$ cat src/rtl/cpu_mem_access_if.sv
// ----------------------------------------------------------------------------
// cpu_mem_access_if
// Data-memory request/acknowledge bus between the MEM stage and data memory.
//   master (MEM stage): drives req, we, be, addr, wdata; samples ack, rdata
//   slave  (memory)   : samples req, we, be, addr, wdata; drives ack, rdata
// Signals:
//   req   - bus request, held high until ack
//   we    - 1 = store, 0 = load
//   be    - little-endian byte enables
//   addr  - word-aligned byte address
//   wdata - lane-replicated store data
//   ack   - transaction complete, rdata valid in the same cycle
//   rdata - read word
// ----------------------------------------------------------------------------
interface cpu_mem_access_if #(
  parameter int ADDR_WIDTH = 32
) ();
  logic                  req;
  logic                  we;
  logic [3:0]            be;
  logic [ADDR_WIDTH-1:0] addr;
  logic [31:0]           wdata;
  logic                  ack;
  logic [31:0]           rdata;

  modport master (
    output req, we, be, addr, wdata,
    input  ack, rdata
  );

  modport slave (
    input  req, we, be, addr, wdata,
    output ack, rdata
  );
endinterface

$ cat src/rtl/cpu_mem_access.sv
// ----------------------------------------------------------------------------
// cpu_mem_access
// MEM pipeline stage between EX and WB. Non-memory instructions pass through
// with one cycle of latency; loads/stores run a req/ack transaction on the
// data-memory bus (stage stalls with ready_o low while it is outstanding).
// Misaligned accesses and bus timeouts retire as error pulses.
// Ports:
//   clk, rst                      clock, asynchronous active-high reset
//   valid_i / ready_o             EX handshake (accept = valid_i & ready_o)
//   mem_op_i, we_i, waddr_i,
//   wdata_i, maddr_i, sdata_i     instruction presented by EX
//   dmem                          data-memory bus (master side)
//   wb_valid_o, we_o, waddr_o,
//   wdata_o                       retired result to WB (one-cycle pulse)
//   adel_o, ades_o, bus_err_o,
//   badvaddr_o                    error pulses and faulting address
// ----------------------------------------------------------------------------
module cpu_mem_access #(
  parameter int ADDR_WIDTH     = 32,
  parameter int REG_ADDR_WIDTH = 5,
  parameter int TIMEOUT_CYCLES = 0
) (
  input  logic                      clk,
  input  logic                      rst,
  input  logic                      valid_i,
  output logic                      ready_o,
  input  logic [3:0]                mem_op_i,
  input  logic                      we_i,
  input  logic [REG_ADDR_WIDTH-1:0] waddr_i,
  input  logic [31:0]               wdata_i,
  input  logic [ADDR_WIDTH-1:0]     maddr_i,
  input  logic [31:0]               sdata_i,
  cpu_mem_access_if.master          dmem,
  output logic                      wb_valid_o,
  output logic                      we_o,
  output logic [REG_ADDR_WIDTH-1:0] waddr_o,
  output logic [31:0]               wdata_o,
  output logic                      adel_o,
  output logic                      ades_o,
  output logic                      bus_err_o,
  output logic [ADDR_WIDTH-1:0]     badvaddr_o
);

  localparam logic [3:0] OP_LB  = 4'd1;
  localparam logic [3:0] OP_LBU = 4'd2;
  localparam logic [3:0] OP_LH  = 4'd3;
  localparam logic [3:0] OP_LHU = 4'd4;
  localparam logic [3:0] OP_LW  = 4'd5;
  localparam logic [3:0] OP_SB  = 4'd6;
  localparam logic [3:0] OP_SH  = 4'd7;
  localparam logic [3:0] OP_SW  = 4'd8;

  localparam int              CNT_W   = (TIMEOUT_CYCLES > 1) ? $clog2(TIMEOUT_CYCLES + 1) : 1;
  localparam bit              TO_EN   = (TIMEOUT_CYCLES > 0);
  localparam logic [CNT_W-1:0] TO_LAST = CNT_W'((TIMEOUT_CYCLES > 0) ? (TIMEOUT_CYCLES - 1) : 0);

  typedef enum logic [0:0] {ST_IDLE = 1'b0, ST_WAIT = 1'b1} state_t;

  // Extracts the addressed byte/half from the read word and extends it.
  function automatic logic [31:0] load_extract(input logic [3:0] op,
                                               input logic [1:0] off,
                                               input logic [31:0] rdata);
    logic [7:0]  b;
    logic [15:0] h;
    logic [31:0] r;
    b = rdata[{off, 3'b000} +: 8];
    h = off[1] ? rdata[31:16] : rdata[15:0];
    case (op)
      OP_LB:   r = {{24{b[7]}}, b};
      OP_LBU:  r = {24'd0, b};
      OP_LH:   r = {{16{h[15]}}, h};
      OP_LHU:  r = {16'd0, h};
      default: r = rdata;
    endcase
    return r;
  endfunction

  // Byte enables for the access; loads always read the whole word.
  function automatic logic [3:0] lane_be(input logic [3:0] op, input logic [1:0] off);
    logic [3:0] be;
    case (op)
      OP_SB:   be = 4'b0001 << off;
      OP_SH:   be = off[1] ? 4'b1100 : 4'b0011;
      default: be = 4'b1111;
    endcase
    return be;
  endfunction

  // Store data replicated across lanes so memory can just apply be.
  function automatic logic [31:0] lane_wdata(input logic [3:0] op, input logic [31:0] sdata);
    logic [31:0] w;
    case (op)
      OP_SB:   w = {4{sdata[7:0]}};
      OP_SH:   w = {2{sdata[15:0]}};
      OP_SW:   w = sdata;
      default: w = 32'd0;
    endcase
    return w;
  endfunction

  state_t                    state_q, state_d;
  logic [CNT_W-1:0]          cnt_q, cnt_d;
  logic                      req_q, req_d;
  logic                      dwe_q, dwe_d;
  logic [3:0]                be_q, be_d;
  logic [ADDR_WIDTH-1:0]     addr_q, addr_d;
  logic [31:0]               dwdata_q, dwdata_d;
  logic [3:0]                op_q, op_d;
  logic                      lwe_q, lwe_d;
  logic [REG_ADDR_WIDTH-1:0] lwaddr_q, lwaddr_d;
  logic [ADDR_WIDTH-1:0]     maddr_q, maddr_d;
  logic                      wb_valid_q, wb_valid_d;
  logic                      we_q, we_d;
  logic [REG_ADDR_WIDTH-1:0] waddr_q, waddr_d;
  logic [31:0]               wdata_q, wdata_d;
  logic                      adel_q, adel_d;
  logic                      ades_q, ades_d;
  logic                      bus_err_q, bus_err_d;
  logic [ADDR_WIDTH-1:0]     badvaddr_q, badvaddr_d;

  logic is_mem;
  logic is_load;
  logic misaligned;

  // Decode of the incoming memory operation.
  always_comb begin
    is_mem     = 1'b0;
    is_load    = 1'b0;
    misaligned = 1'b0;
    case (mem_op_i)
      OP_LB, OP_LBU: begin
        is_mem  = 1'b1;
        is_load = 1'b1;
      end
      OP_LH, OP_LHU: begin
        is_mem     = 1'b1;
        is_load    = 1'b1;
        misaligned = maddr_i[0];
      end
      OP_LW: begin
        is_mem     = 1'b1;
        is_load    = 1'b1;
        misaligned = |maddr_i[1:0];
      end
      OP_SB: begin
        is_mem = 1'b1;
      end
      OP_SH: begin
        is_mem     = 1'b1;
        misaligned = maddr_i[0];
      end
      OP_SW: begin
        is_mem     = 1'b1;
        misaligned = |maddr_i[1:0];
      end
      default: begin
        is_mem = 1'b0;
      end
    endcase
  end

  // Next-state logic: bus signals hold in WAIT; WB outputs are single-cycle pulses.
  always_comb begin
    state_d    = state_q;
    cnt_d      = cnt_q;
    req_d      = req_q;
    dwe_d      = dwe_q;
    be_d       = be_q;
    addr_d     = addr_q;
    dwdata_d   = dwdata_q;
    op_d       = op_q;
    lwe_d      = lwe_q;
    lwaddr_d   = lwaddr_q;
    maddr_d    = maddr_q;
    wb_valid_d = 1'b0;
    we_d       = 1'b0;
    waddr_d    = '0;
    wdata_d    = 32'd0;
    adel_d     = 1'b0;
    ades_d     = 1'b0;
    bus_err_d  = 1'b0;
    badvaddr_d = '0;
    case (state_q)
      ST_IDLE: begin
        if (valid_i) begin
          if (!is_mem) begin
            wb_valid_d = 1'b1;
            we_d       = we_i;
            waddr_d    = waddr_i;
            wdata_d    = wdata_i;
          end else if (misaligned) begin
            wb_valid_d = 1'b1;
            adel_d     = is_load;
            ades_d     = !is_load;
            badvaddr_d = maddr_i;
          end else begin
            state_d  = ST_WAIT;
            cnt_d    = '0;
            req_d    = 1'b1;
            dwe_d    = !is_load;
            be_d     = lane_be(mem_op_i, maddr_i[1:0]);
            addr_d   = {maddr_i[ADDR_WIDTH-1:2], 2'b00};
            dwdata_d = lane_wdata(mem_op_i, sdata_i);
            op_d     = mem_op_i;
            lwe_d    = we_i;
            lwaddr_d = waddr_i;
            maddr_d  = maddr_i;
          end
        end else begin
          state_d = ST_IDLE;
        end
      end
      ST_WAIT: begin
        // Ack wins over a timeout landing on the same edge.
        if (dmem.ack) begin
          state_d    = ST_IDLE;
          req_d      = 1'b0;
          dwe_d      = 1'b0;
          be_d       = 4'b0000;
          addr_d     = '0;
          dwdata_d   = 32'd0;
          wb_valid_d = 1'b1;
          if (!dwe_q) begin
            we_d    = lwe_q;
            waddr_d = lwaddr_q;
            wdata_d = load_extract(op_q, maddr_q[1:0], dmem.rdata);
          end else begin
            we_d = 1'b0;
          end
        end else if (TO_EN && (cnt_q == TO_LAST)) begin
          state_d    = ST_IDLE;
          req_d      = 1'b0;
          dwe_d      = 1'b0;
          be_d       = 4'b0000;
          addr_d     = '0;
          dwdata_d   = 32'd0;
          wb_valid_d = 1'b1;
          bus_err_d  = 1'b1;
          badvaddr_d = maddr_q;
        end else if (TO_EN) begin
          cnt_d = cnt_q + CNT_W'(1);
        end else begin
          cnt_d = cnt_q;
        end
      end
      default: begin
        state_d = ST_IDLE;
        req_d   = 1'b0;
      end
    endcase
  end

  // State and output registers; async reset also kills any bus request.
  always_ff @(posedge clk or posedge rst) begin
    if (rst) begin
      state_q    <= ST_IDLE;
      cnt_q      <= '0;
      req_q      <= 1'b0;
      dwe_q      <= 1'b0;
      be_q       <= 4'b0000;
      addr_q     <= '0;
      dwdata_q   <= 32'd0;
      op_q       <= 4'd0;
      lwe_q      <= 1'b0;
      lwaddr_q   <= '0;
      maddr_q    <= '0;
      wb_valid_q <= 1'b0;
      we_q       <= 1'b0;
      waddr_q    <= '0;
      wdata_q    <= 32'd0;
      adel_q     <= 1'b0;
      ades_q     <= 1'b0;
      bus_err_q  <= 1'b0;
      badvaddr_q <= '0;
    end else begin
      state_q    <= state_d;
      cnt_q      <= cnt_d;
      req_q      <= req_d;
      dwe_q      <= dwe_d;
      be_q       <= be_d;
      addr_q     <= addr_d;
      dwdata_q   <= dwdata_d;
      op_q       <= op_d;
      lwe_q      <= lwe_d;
      lwaddr_q   <= lwaddr_d;
      maddr_q    <= maddr_d;
      wb_valid_q <= wb_valid_d;
      we_q       <= we_d;
      waddr_q    <= waddr_d;
      wdata_q    <= wdata_d;
      adel_q     <= adel_d;
      ades_q     <= ades_d;
      bus_err_q  <= bus_err_d;
      badvaddr_q <= badvaddr_d;
    end
  end

  // ready is held low while reset is asserted, even though the state is IDLE.
  assign ready_o    = (state_q == ST_IDLE) && !rst;
  assign dmem.req   = req_q;
  assign dmem.we    = dwe_q;
  assign dmem.be    = be_q;
  assign dmem.addr  = addr_q;
  assign dmem.wdata = dwdata_q;
  assign wb_valid_o = wb_valid_q;
  assign we_o       = we_q;
  assign waddr_o    = waddr_q;
  assign wdata_o    = wdata_q;
  assign adel_o     = adel_q;
  assign ades_o     = ades_q;
  assign bus_err_o  = bus_err_q;
  assign badvaddr_o = badvaddr_q;

endmodule
$ cat src/flat_wrapper.sv
// flat-port wrapper written by rule: the top's interface ports become plain ports
module cpu_mem_access_flat 
#(
  parameter int ADDR_WIDTH     = 32,
  parameter int REG_ADDR_WIDTH = 5,
  parameter int TIMEOUT_CYCLES = 0
)
  (clk, rst, valid_i, ready_o, mem_op_i, we_i, waddr_i, wdata_i, maddr_i, sdata_i, wb_valid_o, we_o, waddr_o, wdata_o, adel_o, ades_o, bus_err_o, badvaddr_o, dmem_req, dmem_we, dmem_be, dmem_addr, dmem_wdata, dmem_ack, dmem_rdata);
  cpu_mem_access_if #(.ADDR_WIDTH(ADDR_WIDTH)) dmem_i ();
  input  logic clk;
  input  logic rst;
  input  logic valid_i;
  output logic ready_o;
  input  logic [3:0] mem_op_i;
  input  logic we_i;
  input  logic [REG_ADDR_WIDTH-1:0] waddr_i;
  input  logic [31:0] wdata_i;
  input  logic [ADDR_WIDTH-1:0] maddr_i;
  input  logic [31:0] sdata_i;
  output logic wb_valid_o;
  output logic we_o;
  output logic [REG_ADDR_WIDTH-1:0] waddr_o;
  output logic [31:0] wdata_o;
  output logic adel_o;
  output logic ades_o;
  output logic bus_err_o;
  output logic [ADDR_WIDTH-1:0] badvaddr_o;
  output wire logic [$bits(dmem_i.req)-1:0] dmem_req;
  output wire logic [$bits(dmem_i.we)-1:0] dmem_we;
  output wire logic [$bits(dmem_i.be)-1:0] dmem_be;
  output wire logic [$bits(dmem_i.addr)-1:0] dmem_addr;
  output wire logic [$bits(dmem_i.wdata)-1:0] dmem_wdata;
  input wire logic [$bits(dmem_i.ack)-1:0] dmem_ack;
  input wire logic [$bits(dmem_i.rdata)-1:0] dmem_rdata;
  assign dmem_req = dmem_i.req;
  assign dmem_we = dmem_i.we;
  assign dmem_be = dmem_i.be;
  assign dmem_addr = dmem_i.addr;
  assign dmem_wdata = dmem_i.wdata;
  assign dmem_i.ack = dmem_ack;
  assign dmem_i.rdata = dmem_rdata;
  cpu_mem_access #(.ADDR_WIDTH(ADDR_WIDTH), .REG_ADDR_WIDTH(REG_ADDR_WIDTH), .TIMEOUT_CYCLES(TIMEOUT_CYCLES)) u_core (.clk(clk), .rst(rst), .valid_i(valid_i), .ready_o(ready_o), .mem_op_i(mem_op_i), .we_i(we_i), .waddr_i(waddr_i), .wdata_i(wdata_i), .maddr_i(maddr_i), .sdata_i(sdata_i), .dmem(dmem_i), .wb_valid_o(wb_valid_o), .we_o(we_o), .waddr_o(waddr_o), .wdata_o(wdata_o), .adel_o(adel_o), .ades_o(ades_o), .bus_err_o(bus_err_o), .badvaddr_o(badvaddr_o));
endmodule
$ cat config.mk
export PLATFORM = sky130hd
export DESIGN_NAME = cpu_mem_access_flat
export DESIGN_NICKNAME = d
export VERILOG_FILES = /design/src/rtl/cpu_mem_access_if.sv /design/src/rtl/cpu_mem_access.sv /design/src/flat_wrapper.sv
export SDC_FILE = /design/constraint.sdc
export NUM_CORES = 1
export LEC_CHECK = 0
export BUFFER_PORTS_ARGS = -buffer_cell sky130_fd_sc_hd__buf_2
export CORE_UTILIZATION = 35
export CTS_CLUSTER_SIZE = 25
export DETAILED_ROUTE_END_ITERATION = 7
export PLACE_DENSITY = 0.65
export SYNTH_ARGS = -nofsm -noshare
export SYNTH_HDL_FRONTEND = slang
export SYNTH_SLANG_ARGS = --single-unit
$ cat constraint.sdc
create_clock -name clk -period 10.7 [get_ports clk]
set_clock_uncertainty 0.1 [all_clocks]
set_input_delay 1.07 -clock clk [delete_from_list [all_inputs] [get_ports clk]]
set_output_delay 1.07 -clock clk [all_outputs]
set_load 0.005 [all_outputs]
==> metrics list <==
* Worst endpoint required time: 10.89 ns
* Main combinational cell family by area after synthesis: multiplexers
- The initial utilization of the core area, before any placement, comes to 35.82%.
- TritonCTS built the clock tree.
- After clock tree synthesis, the flow added hold-fix buffers numbering 0.
* Leakage power summed over all cells: 5.085 nW
- The tree is rooted in a sky130_fd_sc_hd__clkbuf_16.
- Reg-to-Reg Start: u_core.op_q[1]
- Total die area: 20490 um^2
- In this run the core area contains 51 standard-cell rows.
- The first global-routing pass estimated 30.59 mm of wire.
- The number of hold-slack violations in the final timing report is 0.
* Worst setup path category: in2reg
* Number of buffers created by CTS: 17
- Highest fanout seen on the critical path: 53
- At the end of routability-driven placement, the weighted congestion stood at 0.7819.
- Total congestion overflow: 0
* Total of max-cap violations: 0
* Clock period minus final worst setup slack: 3.728 ns
- The synthesized netlist devotes 11.88% of its cell area to simple gates.
- Entering global routing, the biggest net connects 83 pins.
* Fin nets: 1022
* Sink Count: 154
- Fillers: 1865
- 287 I/O pins were placed.
* Horizontal die dimension: 143.1 um
- Seq cells post-synth: 154
- Static timing analysis puts the maximum clock frequency at 268.3 MHz.
* Worst slack at placement: 6.512 ns
* Per-instance average area after synthesis: 11.39 um^2
* Insertion delay to the later sink of the worst-skew pair: 0.41 ns
- Footprint of the multi-input gates: 2709 um^2
- The worst hold path belongs to the class reg2reg.
- After clock tree synthesis, the clock-pin slew on the worst setup and hold paths is 0.06 ns.
* Number of global-route vias before repair: 5684
- In this run the most critical hold path is launched from u_core.dmem.req.
- Setup slack, reg-to-reg: 8.08 ns
- Post-route setup TNS: 0 ns
- At the pin with the least slew margin, the transition time is 1.129 ns.
* WL final: 20.15 mm
- DRC marker count from the first detailed-route iteration: 206
- From synthesis to final layout, the design area changed by 30.62%.
- Routed len/inst: 17.33 um
* Port buffer count: 283
- The cell count after synthesis came out at 612.
- Leaving out filler cells and counting taps, the final layout contains 1163.
* Final critical-path share of the clock period: 34.84%
* Endpoint type of the worst setup path: flip-flop
* Number of warnings reported in the yosys synthesis log: 0
- Hold EP: u_core.dmem.req
- The region available for standard cell placement spans 19460 um^2.
- Detailed placement ended at an HPWL of 14.49 mm.
- Of the total synthesized cell area, the portion taken by full adders, half adders and majority gates is 0%.
- Sequential cell area fraction in the yosys report: 55.28%
- Remaining max-slew budget at the tightest pin: 24.36%
- Number of distinct library cell variants in the gate-level netlist after synthesis: 55
* Portion of netlist area occupied by mux cells: 14.25%
* Startpoint class of the critical path: primary input
- Dividing the detail-routed via count by the number of cells gives 4.831.
- The synthesized netlist devotes 0.1256% of its cell area to XOR and XNOR gates.
* Placed cell count: 1126
* Worst hold path cell count: 2
* Number of antenna violations at the first check in global routing: 7
* Die boundary height: 143.1 um
- No sink is reached through more buffers than the 2 on the longest clock path.
- Number of buffers inserted to repair setup after CTS: 0
- Across all setup checks in the final design, the least slack found is 6.972 ns.
- The first detailed-routing pass ran for 4 iterations.
* Peak supply drop: 0.0001094 V
- Post-CTS resize count: 0
* Pwr Density: 182.5 nW/um^2
- Share of layout cells above drive strength 1: 40.54%
* Via count: 5619
- Worst reg2reg path endpoint: u_core.wdata_o[14]
* Netlist area before placement: 6972 um^2
- Global-route total usage across every layer: 19.90%
* Max-slew violation count: 0
- After detailed routing, the number of remaining DRC violations is 0.
- Sequential Area: 3854 um^2
* Number of cells traversed by the worst register-to-register path: 5
- Data arrives at the worst endpoint at 3.92 ns.
- The run finished with clean final reports.
- Number of nets with antenna violations after routing: 0
- Setup repair after global routing left no endpoint under its margin.
- In this run the number of H-tree levels came out at 4.
- Setup violations remaining at the end of the flow were counted as 0.
* Synth Area in Compound Gates: 12.31%
cells by family after synthesis:
kind of cell | Yosys count
buffers and inverters | 77
AO/OA/AOI/OAI | 119
other | 1
flip-flops | 154
XOR/XNOR | 1
AND/OR/NAND/NOR | 166
multiplexers | 94
stage by stage:
stage / instance area, um^2 / utilization (%) / hold WS [ns] / power [mW]
detailed placement: 8496 / 43.65 / 0.3612 / 1.061
CTS: 9094 / 46.72 / 0.3847 / 1.685
floorplan: 6979 / - / 0.3646 / 0.9161
global placement: 8496 / 43.65 / 0.3576 / 1.056
finish: 9106 / 46.79 / 0.3844 / 1.662
global route: 9101 / 46.76 / 0.4094 / 1.750
Yosys cell counts, drive strengths merged:
| library cell | count | area share (%) |
|---|---|---|
| clkbuf | 20 | 1.1 |
| o21ai | 33 | 2.4 |
| nand2 | 81 | 4.4 |
| a31o | 1 | 0.13 |
| dfrtp | 154 | 55 |
| or4 | 1 | 0.16 |
| conb | 1 | 0.054 |
| nand2b | 2 | 0.29 |
| a21o | 1 | 0.11 |
| nor3 | 5 | 0.57 |
| or3b | 1 | 0.13 |
| and2 | 34 | 3.1 |
| o21a | 1 | 0.11 |
| a22o | 7 | 0.88 |
| a211oi | 1 | 0.11 |
| a211o | 1 | 0.13 |
| mux2 | 26 | 4.3 |
| xor2 | 1 | 0.13 |
| a22oi | 16 | 1.7 |
| nand4b | 1 | 0.13 |
| or2 | 2 | 0.18 |
| or3 | 2 | 0.18 |
| mux2i | 67 | 9.6 |
| nor2b | 6 | 0.65 |
| buf | 23 | 3.2 |
| nand3b | 2 | 0.22 |
| a21oi | 23 | 1.9 |
| o211ai | 1 | 0.11 |
| a221oi | 7 | 0.88 |
| o31ai | 1 | 0.18 |
| o31a | 1 | 0.13 |
| nor3b | 2 | 0.29 |
| mux4 | 1 | 0.32 |
| nand4 | 1 | 0.18 |
| inv | 34 | 1.8 |
| o21bai | 1 | 0.11 |
| nand3 | 2 | 0.14 |
| and3 | 2 | 0.18 |
| a32o | 8 | 1.1 |
| a221o | 16 | 2.3 |
| nor2 | 22 | 1.2 |
power breakdown:
part           total (mW)  leakage [nW]  switching [mW]  internal, mW
Clock               0.615         0.288           0.260         0.356
Combinational       0.338          2.75           0.181         0.157
Sequential          0.709          2.04          0.0511         0.658
Total                1.66          5.08           0.492          1.17
worst max path at each step:
stage	start	end	slack (ns)	depth (start not counted)
after floorplan	rst	u_core.adel_o	5.38	1
after global placement	mem_op_i[0]	u_core.lwaddr_q[2]	6.57	7
after detailed placement	mem_op_i[0]	u_core.lwaddr_q[2]	6.51	7
after CTS	mem_op_i[0]	u_core.lwaddr_q[2]	6.95	7
after global routing	mem_op_i[0]	u_core.lwaddr_q[2]	6.70	7
final	mem_op_i[0]	u_core.lwaddr_q[2]	6.97	7
area by class of cell:
type | count | area share (%)
repair buffers | 290 | 16.13
inverters | 34 | 1.456
diodes | 5 | 0.1374
well taps | 265 | 3.641
clock inverters | 14 | 1.745
multi-input cells | 383 | 29.75
flip-flops and latches | 154 | 42.32
clock buffers | 18 | 4.823
placed cells by master, fill, tap and decap left out, drive strengths merged, types with 5 or more instances in the layout:
cell    count
buf       290
dfrtp     154
nand2      81
mux2i      67
inv        40
and2       34
o21ai      33
mux2       26
a21oi      23
nor2       22
clkbuf     18
a22oi      16
a221o      16
a32o        8
a221oi      7
a22o        7
nor2b       6
diode       5
nor3        5
critical path, cell delays in order:
cell and delay, ns:
sky130_fd_sc_hd__buf_2 0.24, sky130_fd_sc_hd__nor3_1 0.26, sky130_fd_sc_hd__and2_1 0.65, sky130_fd_sc_hd__a21oi_2 0.18
sky130_fd_sc_hd__nand2b_4 0.38, sky130_fd_sc_hd__buf_4 0.73, sky130_fd_sc_hd__mux2_1 0.39
metal layers:
| layer | wire (um) | track usage [%] | vias to the layer above | share of wire (%) |
|---|---|---|---|---|
| met5 | 20 | 0 | - | 0.099 |
| li1 | - | - | 2659 | - |
| met2 | 9787 | 33.76 | 256 | 49 |
| met4 | 621 | 9.791 | 4 | 3.1 |
| met3 | 1688 | 6.405 | 40 | 8.4 |
| met1 | 8034 | 22.47 | 2660 | 40 |
registers in the layout (all words and copies together) (netlist names), 2 cells and up:
register           cells
u_core.badvaddr_o     32
u_core.dmem.addr      30
u_core.dmem.be         4
u_core.dmem.wdata     32
u_core.lwaddr_q        5
u_core.maddr_q         2
u_core.op_q            4
u_core.waddr_o         5
u_core.wdata_o        32
No activity file was read; power rests on OpenSTA's default activity.
